## config.mk

```make
export PLATFORM = sky130hd
export DESIGN_NAME = mmio_result_mailbox
export DESIGN_NICKNAME = d
export VERILOG_FILES = /design/src/rtl/mailbox_pkg.sv /design/src/rtl/mailbox_fifo.sv /design/src/rtl/mmio_result_mailbox.sv
export SDC_FILE = /design/constraint.sdc
export NUM_CORES = 1
export LEC_CHECK = 0
export BUFFER_PORTS_ARGS = -buffer_cell sky130_fd_sc_hd__buf_4
export CORE_ASPECT_RATIO = 1.2
export CORE_MARGIN = 4
export CORE_UTILIZATION = 60
export DETAILED_ROUTE_END_ITERATION = 12
export PLACE_DENSITY = 0.91
export REMOVE_ABC_BUFFERS = 1
export SLEW_MARGIN = 20
export SYNTH_ARGS = -nofsm -noshare
export SYNTH_HDL_FRONTEND = slang
export SYNTH_SLANG_ARGS = --single-unit
export TNS_END_PERCENT = 5
```

## constraint.sdc

```tcl
create_clock -name clk -period 7.1 [get_ports clk]
set_input_delay 0.71 -clock clk [delete_from_list [all_inputs] [get_ports clk]]
set_output_delay 0.71 -clock clk [all_outputs]
set_load 0.005 [all_outputs]
```

## src/rtl/mailbox_pkg.sv

```systemverilog
// -----------------------------------------------------------------------------
// mailbox_pkg
// Shared definitions for the MMIO result mailbox:
//   - register offsets (DataAdr[3:2]) of the 16-byte window
//   - STATUS register bit positions
//   - control FSM state type
//   - saturating increment helper for the 16-bit drop counter
// -----------------------------------------------------------------------------
package mailbox_pkg;

    localparam logic [1:0] OFF_MAILBOX = 2'd0;
    localparam logic [1:0] OFF_STATUS  = 2'd1;
    localparam logic [1:0] OFF_DONE    = 2'd2;
    localparam logic [1:0] OFF_DROPS   = 2'd3;

    localparam int STAT_DONE  = 0;
    localparam int STAT_PASS  = 1;
    localparam int STAT_EMPTY = 2;
    localparam int STAT_FULL  = 3;
    localparam int STAT_OVF   = 4;

    typedef enum logic [1:0] {
        IDLE = 2'd0,
        RUN  = 2'd1,
        DONE = 2'd2
    } mb_state_t;

    // Increment that sticks at all-ones instead of wrapping.
    function automatic logic [15:0] sat_inc16(input logic [15:0] v);
        logic [15:0] r;
        if (v == 16'hFFFF) begin
            r = v;
        end else begin
            r = v + 16'd1;
        end
        return r;
    endfunction

endpackage

```

## src/rtl/mailbox_fifo.sv

```systemverilog
// -----------------------------------------------------------------------------
// mailbox_fifo
// Synchronous FIFO, WIDTH bits x DEPTH entries (DEPTH power of two, >= 2).
// Ports:
//   clk_i    : clock, rising edge
//   rst_ni   : asynchronous active-low reset (pointers and count only)
//   push_i   : write request; accepted when not full, or when full and a
//              pop happens at the same edge
//   pop_i    : read request; ignored while empty
//   wdata_i  : write data
//   rdata_o  : head entry (combinational, meaningful when !empty_o)
//   full_o   : DEPTH entries held
//   empty_o  : no entries held
//   count_o  : number of entries, $clog2(DEPTH)+1 bits
// -----------------------------------------------------------------------------
module mailbox_fifo #(
    parameter  int WIDTH = 32,
    parameter  int DEPTH = 8,
    localparam int AW    = $clog2(DEPTH),
    localparam int CW    = AW + 1
) (
    input  logic             clk_i,
    input  logic             rst_ni,
    input  logic             push_i,
    input  logic             pop_i,
    input  logic [WIDTH-1:0] wdata_i,
    output logic [WIDTH-1:0] rdata_o,
    output logic             full_o,
    output logic             empty_o,
    output logic [CW-1:0]    count_o
);

    logic [WIDTH-1:0] mem_q [DEPTH];
    logic [AW-1:0]    wr_ptr_q, wr_ptr_d;
    logic [AW-1:0]    rd_ptr_q, rd_ptr_d;
    logic [CW-1:0]    count_q, count_d;
    logic             do_push_s;
    logic             do_pop_s;

    assign empty_o = (count_q == CW'(0));
    assign full_o  = (count_q == CW'(DEPTH));
    assign count_o = count_q;
    assign rdata_o = mem_q[rd_ptr_q];

    // A pop frees a slot at the same edge, so a full FIFO can still take a push.
    assign do_pop_s  = pop_i & ~empty_o;
    assign do_push_s = push_i & (~full_o | do_pop_s);

    // Next-state for pointers and occupancy; pointers wrap modulo DEPTH.
    always_comb begin
        wr_ptr_d = wr_ptr_q;
        rd_ptr_d = rd_ptr_q;
        count_d  = count_q;
        if (do_push_s) begin
            wr_ptr_d = wr_ptr_q + AW'(1);
        end else begin
            wr_ptr_d = wr_ptr_q;
        end
        if (do_pop_s) begin
            rd_ptr_d = rd_ptr_q + AW'(1);
        end else begin
            rd_ptr_d = rd_ptr_q;
        end
        case ({do_push_s, do_pop_s})
            2'b10:   count_d = count_q + CW'(1);
            2'b01:   count_d = count_q - CW'(1);
            default: count_d = count_q;
        endcase
    end

    // Pointer and count registers.
    always_ff @(posedge clk_i or negedge rst_ni) begin
        if (!rst_ni) begin
            wr_ptr_q <= '0;
            rd_ptr_q <= '0;
            count_q  <= '0;
        end else begin
            wr_ptr_q <= wr_ptr_d;
            rd_ptr_q <= rd_ptr_d;
            count_q  <= count_d;
        end
    end

    // Storage array; contents are only meaningful behind the pointers.
    always_ff @(posedge clk_i) begin
        if (do_push_s) begin
            mem_q[wr_ptr_q] <= wdata_i;
        end
    end

endmodule

```

## src/rtl/mmio_result_mailbox.sv

```systemverilog
// -----------------------------------------------------------------------------
// mmio_result_mailbox
// Memory-mapped result mailbox on the CPU data bus. Program stores to the
// MAILBOX register are queued and streamed out on a valid/ready port; a store
// to DONE latches an end-of-test code and the pass flag.
//
// Register window at BASE_ADDR (offset = DataAdr[3:2]):
//   0x0 MAILBOX  W: push WriteData          R: FIFO count
//   0x4 STATUS   W: ignored                 R: {ovf_sticky, full, empty, pass, done}
//   0x8 DONE     W: latch code (first wins) R: code
//   0xC DROPS    W: clear                   R: 16-bit saturating drop count
//
// Ports:
//   clk, reset (async, active-low), MemWrite, DataAdr, WriteData : CPU side
//   ReadData, hit          : combinational read data / window decode
//   out_valid, out_data, out_ready, out_ts : result stream
//   done, pass             : end-of-test status
//
// Build option: define MAILBOX_TIMESTAMP_EN to tag every queued word with a
// 32-bit free-running cycle count, presented on out_ts; otherwise out_ts = 0.
// -----------------------------------------------------------------------------
module mmio_result_mailbox
    import mailbox_pkg::*;
#(
    parameter logic [31:0] BASE_ADDR = 32'h0000_0100,
    parameter int          DEPTH     = 8,
    parameter logic [31:0] PASS_CODE = 32'd7
) (
    input  logic        clk,
    input  logic        reset,
    input  logic        MemWrite,
    input  logic [31:0] DataAdr,
    input  logic [31:0] WriteData,
    output logic [31:0] ReadData,
    output logic        hit,
    output logic        out_valid,
    output logic [31:0] out_data,
    input  logic        out_ready,
    output logic [31:0] out_ts,
    output logic        done,
    output logic        pass
);

    localparam int CW = $clog2(DEPTH) + 1;
`ifdef MAILBOX_TIMESTAMP_EN
    localparam int FW = 64;
`else
    localparam int FW = 32;
`endif

    mb_state_t     state_q, state_d;
    logic [31:0]   code_q, code_d;
    logic          pass_q, pass_d;
    logic [15:0]   drops_q, drops_d;
    logic          ovf_q, ovf_d;

    logic [1:0]    off_s;
    logic          wr_s;
    logic          push_req_s;
    logic          pop_req_s;
    logic          drop_s;
    logic [31:0]   status_s;
    logic [FW-1:0] fifo_wdata_s;
    logic [FW-1:0] fifo_rdata_s;
    logic          fifo_full_s;
    logic          fifo_empty_s;
    logic [CW-1:0] fifo_count_s;
    logic          unused_s;

    assign hit      = (DataAdr[31:4] == BASE_ADDR[31:4]);
    assign off_s    = DataAdr[3:2];
    assign wr_s     = MemWrite & hit;
    assign unused_s = ^DataAdr[1:0];

    // Once DONE is reached the mailbox is closed to new words but keeps draining.
    assign push_req_s = wr_s & (off_s == OFF_MAILBOX) & (state_q != DONE);
    assign pop_req_s  = out_valid & out_ready;
    assign drop_s     = push_req_s & fifo_full_s & ~pop_req_s;

    assign out_valid = ~fifo_empty_s;
    assign out_data  = fifo_rdata_s[31:0];
    assign done      = (state_q == DONE);
    assign pass      = pass_q;

`ifdef MAILBOX_TIMESTAMP_EN
    logic [31:0] ts_q;

    // Free-running cycle counter used to tag pushed words.
    always_ff @(posedge clk or negedge reset) begin
        if (!reset) begin
            ts_q <= 32'd0;
        end else begin
            ts_q <= ts_q + 32'd1;
        end
    end

    assign fifo_wdata_s = {ts_q, WriteData};
    assign out_ts       = fifo_rdata_s[63:32];
`else
    assign fifo_wdata_s = WriteData;
    assign out_ts       = 32'd0;
`endif

    mailbox_fifo #(
        .WIDTH (FW),
        .DEPTH (DEPTH)
    ) u_fifo (
        .clk_i   (clk),
        .rst_ni  (reset),
        .push_i  (push_req_s),
        .pop_i   (pop_req_s),
        .wdata_i (fifo_wdata_s),
        .rdata_o (fifo_rdata_s),
        .full_o  (fifo_full_s),
        .empty_o (fifo_empty_s),
        .count_o (fifo_count_s)
    );

    // Control FSM: code and pass are captured together with the DONE transition.
    always_comb begin
        state_d = state_q;
        code_d  = code_q;
        pass_d  = pass_q;
        case (state_q)
            IDLE, RUN: begin
                if (wr_s && (off_s == OFF_DONE)) begin
                    state_d = DONE;
                    code_d  = WriteData;
                    pass_d  = (WriteData == PASS_CODE);
                end else if (wr_s) begin
                    state_d = RUN;
                end else begin
                    state_d = state_q;
                end
            end
            DONE:    state_d = DONE;
            default: state_d = IDLE;
        endcase
    end

    // Drop counter and overflow flag; a drop and a clear never coincide since
    // they come from different offsets.
    always_comb begin
        drops_d = drops_q;
        ovf_d   = ovf_q;
        if (drop_s) begin
            drops_d = sat_inc16(drops_q);
            ovf_d   = 1'b1;
        end else if (wr_s && (off_s == OFF_DROPS)) begin
            drops_d = 16'd0;
        end else begin
            drops_d = drops_q;
        end
    end

    // Control and status registers.
    always_ff @(posedge clk or negedge reset) begin
        if (!reset) begin
            state_q <= IDLE;
            code_q  <= 32'd0;
            pass_q  <= 1'b0;
            drops_q <= 16'd0;
            ovf_q   <= 1'b0;
        end else begin
            state_q <= state_d;
            code_q  <= code_d;
            pass_q  <= pass_d;
            drops_q <= drops_d;
            ovf_q   <= ovf_d;
        end
    end

    // STATUS register image.
    always_comb begin
        status_s             = 32'd0;
        status_s[STAT_DONE]  = done;
        status_s[STAT_PASS]  = pass_q;
        status_s[STAT_EMPTY] = fifo_empty_s;
        status_s[STAT_FULL]  = fifo_full_s;
        status_s[STAT_OVF]   = ovf_q;
    end

    // Combinational register read mux; zero outside the window.
    always_comb begin
        ReadData = 32'd0;
        if (hit) begin
            case (off_s)
                OFF_MAILBOX: ReadData = {{(32-CW){1'b0}}, fifo_count_s};
                OFF_STATUS:  ReadData = status_s;
                OFF_DONE:    ReadData = code_q;
                OFF_DROPS:   ReadData = {16'd0, drops_q};
                default:     ReadData = 32'd0;
            endcase
        end else begin
            ReadData = 32'd0;
        end
    end

endmodule

```

==> metrics.csv, run 1 <==
stage,metric,value,unit
status,status,"finished, final reports clean",
place,DP HPWL,17400,um
place,count of input and output buffers,133,
detailed_routing,post-route DRC violation count,0,
sta,min Tclk post-route,3.82,ns
cells_and_area,Antenna Cells,0,
logic_synthesis,top_reg_cell synth,edfxtp_1,
global_route,global-route usage over all layers,0.242,
critical_path,CP endpoint kind,primary output,
global_route,largest net degree at the start of global routing,63,
die,row count,59,
logic_synthesis,post-synth top area share,0.578,
global_route,first-pass GRT wire length,45100,um
sta,Final period util,0.538,
power_and_ir_drop,leakage,5.73,nW
detailed_routing,Routed WL,29600,um
sta,measured slew at the worst slew-check pin,0.915,ns
detailed_routing,vias,7427,
die,# IOs,168,
clock_tree,worst skew pair latency,0.54,ns
critical_path,critical setup path kind,flop to primary output,
logic_synthesis,synth warn,0,
clock_tree,Sink Count,318,
flow_run,Max Cap Violations,0,
sta,Final Max Tran Viols,0,
logic_synthesis,post-synthesis sequential area ratio,0.694,
critical_path,crit-path max FO,46,
detailed_routing,drt via density,6.30,
cells_and_area,share of layout cells above drive strength 1,0.384,
logic_synthesis,mean post-synth cell area,18.0,um2
die,Die Y,171,um
sta,Max Clk Rate,0.262,GHz
sta,final worst hold slack,0.276,ns
die,Die Span X,144,um
power_and_ir_drop,Cell Pwr Density,312,nW/um2
logic_synthesis,synth unique cells,48,
clock_tree,Worst-path clk slew,0.06,ns
detailed_routing,Wirelength per Cell,25.2,um
clock_tree,Root Driver,clkbuf_16,
clock_tree,htree depth,1,
clock_tree,cts hold-fix bufs,0,
place,Post-DP Area,14500,um2
clock_tree,CTS tree,yes,
clock_tree,TritonCTS Buffers,29,
critical_path,CP required,6.39,ns
sta,Final Hold Vio Count,0,
detailed_routing,final antenna-violating net count,0,
logic_synthesis,Cells after Synth,738,
logic_synthesis,number of enable flip-flop cells after synthesis,256,
logic_synthesis,"count leader, synth",edfxtp_1,
sta,endpoints failing setup,0,
logic_synthesis,#FFs+latches synth,318,
cells_and_area,area grow syn2layout,17.0,%
cells_and_area,Final Cell Area,15600,um2
sta,RSZ-0062 raised after global routing,no,
die,core area,21800,um2
logic_synthesis,commonest cells in the netlist,"256 x edfxtp_1, 67 x mux2_2, 67 x mux4_2, 62 x dfrtp_1, 36 x buf_4",
die,die area,24600,um2
critical_path,CP startpoint kind,flop,
hold_path,worst hold path type,primary input to asynchronous set/reset pin,
detailed_routing,First-pass DRT Iterations,5,
logic_synthesis,largest cells by area after synthesis,"edfxtp_1 58%, dfrtp_1 12%, mux4_2 11%",
place,gpl congestion,0.919,
sta,Rel. slew slack,0.390,
logic_synthesis,"Async S/R FF share, synth",0.195,
clock_tree,post-cts repair resize count,0,
global_route,vias in the first global route,7615,
logic_synthesis,synthesized cell area,13300,um2
detailed_routing,starting DRC count in detailed routing,693,
cells_and_area,# nets final,956,
clock_tree,clk buf depth,3,
clock_tree,"Setup Fix Bufs, Post-CTS",0,
sta,Final Skew,0.0162,ns
power_and_ir_drop,Worst VDD drop,0.207,mV
critical_path,Worst Path Arrival,3.11,ns
sta,TNS Setup,0,ns
global_route,Congestion Overflow GR,0,
die,Initial Utilization,0.611,
global_route,initial antenna violation count,0,
logic_synthesis,Synth area leader,edfxtp_1,
[final timing paths]
| check | from | endpoint | slack (ns) | cells past startpoint |
|---|---|---|---|---|
| setup / recovery | u_fifo.rd_ptr_q[0] | out_data[4] | 3.28 | 4 |
| hold / removal | reset | drops_q[15] | 0.28 | 1 |
| setup reg to reg | state_q[1] | u_fifo.mem_q[7][22] | 4.30 | 7 |
| hold reg to reg | ovf_q | ovf_q | 0.47 | 1 |
| max in group asynchronous | reset | u_fifo.rd_ptr_q[0] | 6.18 | 1 |
| min in group clk | WriteData[3] | u_fifo.mem_q[3][3] | 0.42 | 1 |
[stage by stage]
step	utilization	setup WS (ns)	instances	power (W)
floorplan	-	2.33	704	0.00289
finish	0.715	3.28	1178	0.00486
detailed placement	0.667	3.02	1123	0.00331
CTS	0.712	3.03	1176	0.00489
global placement	0.667	3.06	1123	0.00328
global route	0.715	3.03	1178	0.00505
[state kept, by name, indices dropped and copies added (netlist names)]
name,cells
ovf_q,1
u_fifo.rd_ptr_q,3
u_fifo.count_o,4
u_fifo.wr_ptr_q,3
state_q,2
pass,1
drops_q,16
u_fifo.mem_q,256
code_q,32
[layer usage]
layer / global-route usage / part of all wire
met5: 0 / 0
met3: 0.0372 / 0.082
met1: 0.323 / 0.37
met2: 0.420 / 0.52
met4: 0.0667 / 0.025
[cell type report]
cell class / instances / area [um2]
Sequential cell: 318 / 9240
Fill cell: 1234 / 6200
Multi-Input combinational cell: 380 / 3830
Timing Repair Buffer: 147 / 1140
Clock buffer: 40 / 858
Tap cell: 274 / 343
Clock inverter: 13 / 128
Inverter: 6 / 22.5
[power breakdown]
| part | total (W) | switching (W) | internal, W |
|---|---|---|---|
| clock network | 0.00158 | 0.000659 | 0.000919 |
| logic | 0.00113 | 0.000452 | 0.000678 |
| registers | 0.00215 | 0.000111 | 0.00204 |
| total | 0.00486 | 0.00122 | 0.00363 |
[layout by cell type (no fill, tap or decap), types with 15 or more instances in the layout]
| cell type | instances |
|---|---|
| edfxtp_1 | 256 |
| buf_4 | 145 |
| mux4_2 | 67 |
| mux2_2 | 67 |
| dfrtp_1 | 60 |
| conb_1 | 32 |
| clkbuf_16 | 30 |
| nor2_1 | 26 |
| nand2_1 | 24 |
| and2_1 | 21 |
| nor4_1 | 19 |
| mux2i_1 | 15 |
[cells by family (layout without fill, tap and decap cells)]
kind of cell,Yosys count,count (layout),share of synthesized area
other cells,1,32,0.000282
fa+ha+maj,6,6,0.00564
buf+inv,71,206,0.0308
mux,151,151,0.183
simple gates,153,153,0.0621
compound gates,28,28,0.0174
xor+xnor,10,10,0.00658
flops,318,318,0.694
[worst max-delay path: stages (launching register included)]
cell and delay [ns]:
dfrtp_4 0.68, buf_4 0.76, mux4_2 0.61, mux2_2 0.31, buf_4 0.15
Note: power is estimated with default switching activity, not from simulation.
==> run 2, diff against run 1 <==
CORE_UTILIZATION = 52   (was 60)
PLACE_DENSITY = 0.85   (was 0.91)
clock period = 3.1 ns   (was 7.1 ns; I/O delays follow)
==> run 2 against run 1 <==
Worst hold slack worse by 0.26 ns. Global-route usage shrank 4.0 points. Core utilization fell by 8.5 points. Combinational power up 140%. Worst setup slack got worse by 2.9 ns. Via count fell by 1.2%. Critical path depth stayed put. Count of clock-buffer cells in the layout rose by 4. Clock skew is 0.0026 ns lower. Cell area rose by 1.1%. Sequential share of layout area shrank 0.67 points.
==> metrics.csv, run 2 (same netlist as run 1, synthesis figures left out) <==
stage,metric,value,unit
status,status,"finished, final reports clean",
sta,Max Clk Rate,0.373,GHz
power_and_ir_drop,leakage,5.79,nW
clock_tree,htree depth,1,
clock_tree,Root Driver,clkbuf_16,
global_route,Congestion Overflow GR,0,
critical_path,chain of cells forming the critical path,buf_12 > mux4_2 > mux2_2 > buf_4,
critical_path,R2R setup slack,0.49,ns
place,DP HPWL,17600,um
global_route,largest net degree at the start of global routing,63,
cells_and_area,largest reg by FF count,u_fifo.mem_q,
critical_path,CP bufs+invs,2,
die,Die Span X,154,um
sta,TNS Setup,0,ns
detailed_routing,drt via density,5.88,
critical_path,CP endpoint kind,primary output,
sta,measured slew at the worst slew-check pin,0.894,ns
power_and_ir_drop,Worst VDD drop,0.485,mV
global_route,initial antenna violation count,0,
detailed_routing,post-route DRC violation count,0,
clock_tree,Worst-path clk slew,0.07,ns
cells_and_area,Top Registers,"u_fifo.mem_q: 256 flops, code_q: 32 flops, drops_q: 16 flops",
detailed_routing,vias,7336,
cells_and_area,Antenna Cells,0,
sta,Final Skew,0.0137,ns
critical_path,critical setup path kind,flop to primary output,
cells_and_area,# nets final,973,
cells_and_area,Final Cell Area,15800,um2
global_route,global-route usage over all layers,0.202,
flow_run,Max Cap Violations,0,
detailed_routing,Routed WL,28600,um
sta,min Tclk post-route,2.68,ns
sta,Final period util,0.865,
critical_path,crit-path max FO,52,
cells_and_area,area grow syn2layout,18.3,%
cells_and_area,most frequent cells in the layout,"256 x edfxtp_1, 154 x buf_4, 67 x mux4_2, 67 x mux2_2, 60 x dfrtp_1",
power_and_ir_drop,Cell Pwr Density,697,nW/um2
die,Die Y,183,um
cells_and_area,"Cell Count, Final, Fillers Out",1247,
die,# IOs,168,
cells_and_area,area occupied by multi-input gates,3830,um2
detailed_routing,First-pass DRT Iterations,4,
cells_and_area,share of layout cells above drive strength 1,0.383,
cells_and_area,"commonest non-fill, non-tap cell in the layout",edfxtp_1,
critical_path,"CP delay by family, top",multiplexers,
sta,Final Max Tran Viols,0,
place,Post-DP Area,14800,um2
clock_tree,CTS tree,yes,
critical_path,CP required,2.79,ns
global_route,first-pass GRT wire length,44500,um
critical_path,CP startpoint kind,flop,
sta,endpoints failing setup,0,
detailed_routing,Wirelength per Cell,22.9,um
die,core area,25000,um2
place,DP Cell Count,1190,
critical_path,CP max stage delay,0.61,ns
critical_path,Worst Path Arrival,2.37,ns
place,count of input and output buffers,133,
cells_and_area,fill count,1679,
sta,Final Hold Vio Count,0,
critical_path,CP max-delay cell,dfrtp_2,
clock_tree,TritonCTS Buffers,29,
cells_and_area,max reg flops,256,
clock_tree,worst skew pair latency,0.55,ns
sta,final worst hold slack,0.0195,ns
global_route,vias in the first global route,7652,
cells_and_area,Sequential cell area,9240,um2
die,die area,28200,um2
clock_tree,clk buf depth,3,
detailed_routing,starting DRC count in detailed routing,586,
sta,Rel. slew slack,0.404,
place,gpl congestion,0.921,
die,Initial Utilization,0.533,
detailed_routing,final antenna-violating net count,0,
clock_tree,post-cts repair resize count,0,
clock_tree,Sink Count,318,
hold_path,worst hold path type,primary input to flop,
die,row count,63,
sta,RSZ-0062 raised after global routing,no,
run 2: changes by cell type in the layout (fill, tap and decap cells not counted), moves of 2 or more:
cell           delta
clkbuf_1          +6
buf_12            +7
dlygate4sd3_1     +3
buf_4             +9
buf_16            -2
clkinv_1          +2
clkinv_2          -2
run 2: final timing paths:
path | to | cells after the start | startpoint
worst max-delay path | out_data[5] | 4 | u_fifo.rd_ptr_q[1]
worst min-delay path | u_fifo.mem_q[3][27] | 1 | WriteData[27]
worst max register to register | u_fifo.count_o[2] | 11 | u_fifo.count_o[2]
worst min register to register | ovf_q | 1 | ovf_q
max in group asynchronous | u_fifo.rd_ptr_q[0] | 2 | reset
min in group asynchronous | code_q[10] | 2 | reset
run 2: routing by layer:
metal,up-vias,GRT usage,routed length [um]
met3,69,0.0257,2090
li1,3184,-,-
met4,0,0.0686,969
met2,358,0.349,14800
met5,-,0,0
met1,3725,0.269,10800
run 2: layout make-up:
class / instances / area share
Tap cell: 325 / 0.0258
Clock inverter: 10 / 0.00500
Multi-Input combinational cell: 380 / 0.243
Inverter: 6 / 0.00143
Timing Repair Buffer: 164 / 0.0842
Clock buffer: 44 / 0.0535
Sequential cell: 318 / 0.587
run 2: through the flow:
stage | power, W | setup WS [ns] | utilization
after floorplan | 0.00662 | -1.27 | -
after CTS | 0.0111 | 0.405 | 0.630
final | 0.0110 | 0.418 | 0.630
after global routing | 0.0115 | 0.287 | 0.630
after detailed placement | 0.00766 | 0.217 | 0.592
after global placement | 0.00763 | 0.299 | 0.592
run 2: what timing repair did:
action / 4_1_cts / 5_1_grt
hold buffers: 3 / 0
endpoints found under the hold margin: 71 / 0
buffers inserted: 0 / 0
run 2: where the power goes:
group / internal [W] / switching [W] / total, W
clock: 0.00195 / 0.00149 / 0.00344
combinational: 0.00161 / 0.00115 / 0.00275
sequential: 0.00467 / 0.000125 / 0.00479
total: 0.00823 / 0.00276 / 0.0110
==> run 3, diff against run 2 <==
PLACE_DENSITY = 0.84   (was 0.85)
RECOVER_POWER = 50   (was unset)
SYNTH_HIERARCHICAL = 1   (was unset)
==> run 3 against run 2 <==
Clock power up 3%. Sequential cell count unchanged. Sequential power up 0.8%. The flow now finishes with violations (max-capacitance violations, max-slew violations). Combinational power up 1%. Total power up 1.7%. Critical endpoint is now out_data[15]. Largest cell class unchanged. Routed wire length about the same. First-iteration DRC count down 8.7%. Cell area up 1.6%. Non-clock buffer count up 16.
==> metrics.csv, run 3 <==
stage,metric,value,unit
die,# IOs,168,
global_route,initial antenna violation count,0,
detailed_routing,starting DRC count in detailed routing,535,
cells_and_area,"commonest non-fill, non-tap cell in the layout",edfxtp_1,
cells_and_area,Final Cell Area,16000,um2
place,DP Cell Count,1210,
hold_path,hold path startpoint,WriteData[17],
logic_synthesis,#FFs+latches synth,318,
sta,Final Hold Vio Count,0,
logic_synthesis,largest cells by area after synthesis,"edfxtp_1 56%, dfrtp_1 11%, mux4_2 7.1%",
detailed_routing,First-pass DRT Iterations,5,
sta,final worst slack,0.201,ns
critical_path,R2R setup slack,0.22,ns
logic_synthesis,"Async S/R FF share, synth",0.195,
logic_synthesis,top_reg_cell synth,edfxtp_1,
power_and_ir_drop,total power,0.0112,W
logic_synthesis,synth unique cells,69,
clock_tree,Sink Count,318,
cells_and_area,max reg flops,256,
logic_synthesis,Cells after Synth,745,
die,Die Y,185,um
cells_and_area,"Cell Count, Final, Fillers Out",1273,
detailed_routing,final antenna-violating net count,0,
critical_path,critical setup path kind,flop to primary output,
logic_synthesis,post-synthesis xor/xnor area fraction,0.00514,
status,failing checks,"max-capacitance violations, max-slew violations",
critical_path,CP startpoint kind,flop,
clock_tree,worst skew pair latency,0.56,ns
logic_synthesis,synthesized cell area,13600,um2
sta,Max Clk Rate,0.345,GHz
detailed_routing,Routed WL,28500,um
clock_tree,"Setup Fix Bufs, Post-CTS",0,
hold_path,Hold Path Stages,1,
critical_path,Worst Path Arrival,2.59,ns
cells_and_area,largest reg by FF count,u_fifo/mem_q,
logic_synthesis,mux contribution to synthesized area,0.188,
sta,min Tclk post-route,2.90,ns
clock_tree,CTS tree,yes,
global_route,global-route usage over all layers,0.200,
cells_and_area,Antenna Cells,0,
global_route,vias in the first global route,7705,
sta,Final period util,0.935,
logic_synthesis,commonest cells in the netlist,"256 x edfxtp_1, 62 x dfrtp_1, 43 x mux4_2, 40 x mux2_2, 33 x buf_4",
place,DP HPWL,17800,um
global_route,Congestion Overflow GR,0,
detailed_routing,vias,7331,
status,status,"complete, but fails checks",
logic_synthesis,mean post-synth cell area,18.3,um2
die,die area,28900,um2
sta,measured slew at the worst slew-check pin,1.82,ns
logic_synthesis,number of enable flip-flop cells after synthesis,256,
global_route,largest net degree at the start of global routing,63,
place,pre-CTS setup slack,0.120,ns
die,Initial Utilization,0.531,
logic_synthesis,largest family of logic cells by synthesized area,multiplexers,
detailed_routing,post-route DRC violation count,0,
clock_tree,clk buf depth,3,
sta,Final Skew,0.0221,ns
hold_path,WHS Endpoint,u_fifo/mem_q[3][17],
logic_synthesis,post-synthesis sequential area ratio,0.677,
logic_synthesis,"count leader, synth",edfxtp_1,
critical_path,launch point of the worst reg-to-reg path,u_fifo/count_o[1],
critical_path,worst r2r dst,u_fifo/count_o[3],
logic_synthesis,synth warn,6,
critical_path,CP required,2.79,ns
place,gpl congestion,0.875,
clock_tree,Worst-path clk slew,0.06,ns
cells_and_area,area grow syn2layout,17.3,%
clock_tree,htree depth,1,
die,core area,25700,um2
power_and_ir_drop,leakage,5.93,nW
hold_path,worst hold path type,primary input to flop,
cells_and_area,# nets final,994,
global_route,met3 Track Usage GR,0.0337,
logic_synthesis,Synth Area in Compound Gates,0.0216,
detailed_routing,Wirelength per Cell,22.4,um
global_route,first-pass GRT wire length,44300,um
sta,Rel. slew slack,-0.213,
critical_path,crit-path max FO,26,
global_route,met1 GRT Util,0.264,
sta,RSZ-0062 raised after global routing,no,
logic_synthesis,post-synth top area share,0.563,
detailed_routing,drt via density,5.76,
place,Post-DP Area,15100,um2
die,Die Span X,156,um
power_and_ir_drop,Cell Pwr Density,698,nW/um2
logic_synthesis,Synth Area in Simple Gates,0.0616,
cells_and_area,Top Registers,"u_fifo/mem_q: 256 flops, code_q: 32 flops, drops_q: 16 flops",
clock_tree,Root Driver,clkbuf_16,
critical_path,CP endpoint kind,primary output,
sta,Final Max Tran Viols,63,
cells_and_area,most frequent cells in the layout,"256 x edfxtp_1, 124 x buf_4, 60 x dfrtp_1",
flow_run,Max Cap Violations,1,
cells_and_area,share of layout cells above drive strength 1,0.316,
power_and_ir_drop,Worst VDD drop,0.526,mV
clock_tree,TritonCTS Buffers,29,
logic_synthesis,Synth Area in Adders,0.00605,
logic_synthesis,Synth area leader,edfxtp_1,
die,row count,64,
place,count of input and output buffers,133,
critical_path,worst r2r path cells,11,
global_route,GRT busiest layer,met2,
sta,endpoints failing setup,0,
global_route,routing usage on met2,0.350,
## run 3: worst max-delay path by stage
stage,end,from,cells past startpoint
finish,out_data[15],u_fifo/rd_ptr_q[0],4
global route,u_fifo/count_o[3],u_fifo/count_o[1],11
CTS,out_data[20],u_fifo/rd_ptr_q[0],4
detailed placement,u_fifo/mem_q[1][15],DataAdr[7],10
global placement,u_fifo/mem_q[1][9],DataAdr[7],10
floorplan,u_fifo/mem_q[0][0],DataAdr[16],8
## run 3: worst max-delay path, stage by stage, from the launching register on
cell     delay, ns
dfrtp_4       0.67
buf_12        0.28
mux4_1        0.60
mux2_2        0.31
buf_4         0.14
## run 3: power by group
part	internal, W	switching [W]
clock network	0.00200	0.00155
registers	0.00467	0.000158
logic	0.00164	0.00115
total	0.00831	0.00286
## run 3: metrics by stage
stage          setup TNS (ns)  hold slack (ns)   util
2_1_floorplan         -265.94           0.0144      -
5_1_grt                     0            0.154  0.623
6_report                    0            0.158  0.623
4_1_cts                     0         0.000616  0.628
3_5_place_dp                0            0.447  0.587
3_3_place_gp                0            0.424  0.587
## run 3: cells by family after synthesis
| group | count (synthesis) |
|---|---|
| AO/OA/AOI/OAI | 35 |
| XOR/XNOR | 8 |
| adder cells (fa/ha/maj) | 6 |
| buffers and inverters | 76 |
| flip-flops | 318 |
| multiplexers | 152 |
| other | 1 |
| AND/OR/NAND/NOR | 149 |
## run 3: metal layers
layer  vias up  routed length (um)
met2       286               15100
met3        43                1920
met4         0                 552
li1       3260                   -
met5         -                   0
met1      3742               11000
## run 3: repair_timing
item                                    CTS  global route
hold buffers                              9             0
endpoints found under the setup margin    0             0
endpoints found under the hold margin   107             0
gates resized for setup                   0             0
## run 3: cell type report
class / instances / area, um2
Fill cell: 1773 / 9700
Clock buffer: 37 / 796
Inverter: 9 / 33.8
Clock inverter: 17 / 165
Timing Repair Buffer: 180 / 1340
Tap cell: 330 / 413
Multi-Input combinational cell: 382 / 4020
Sequential cell: 318 / 9240
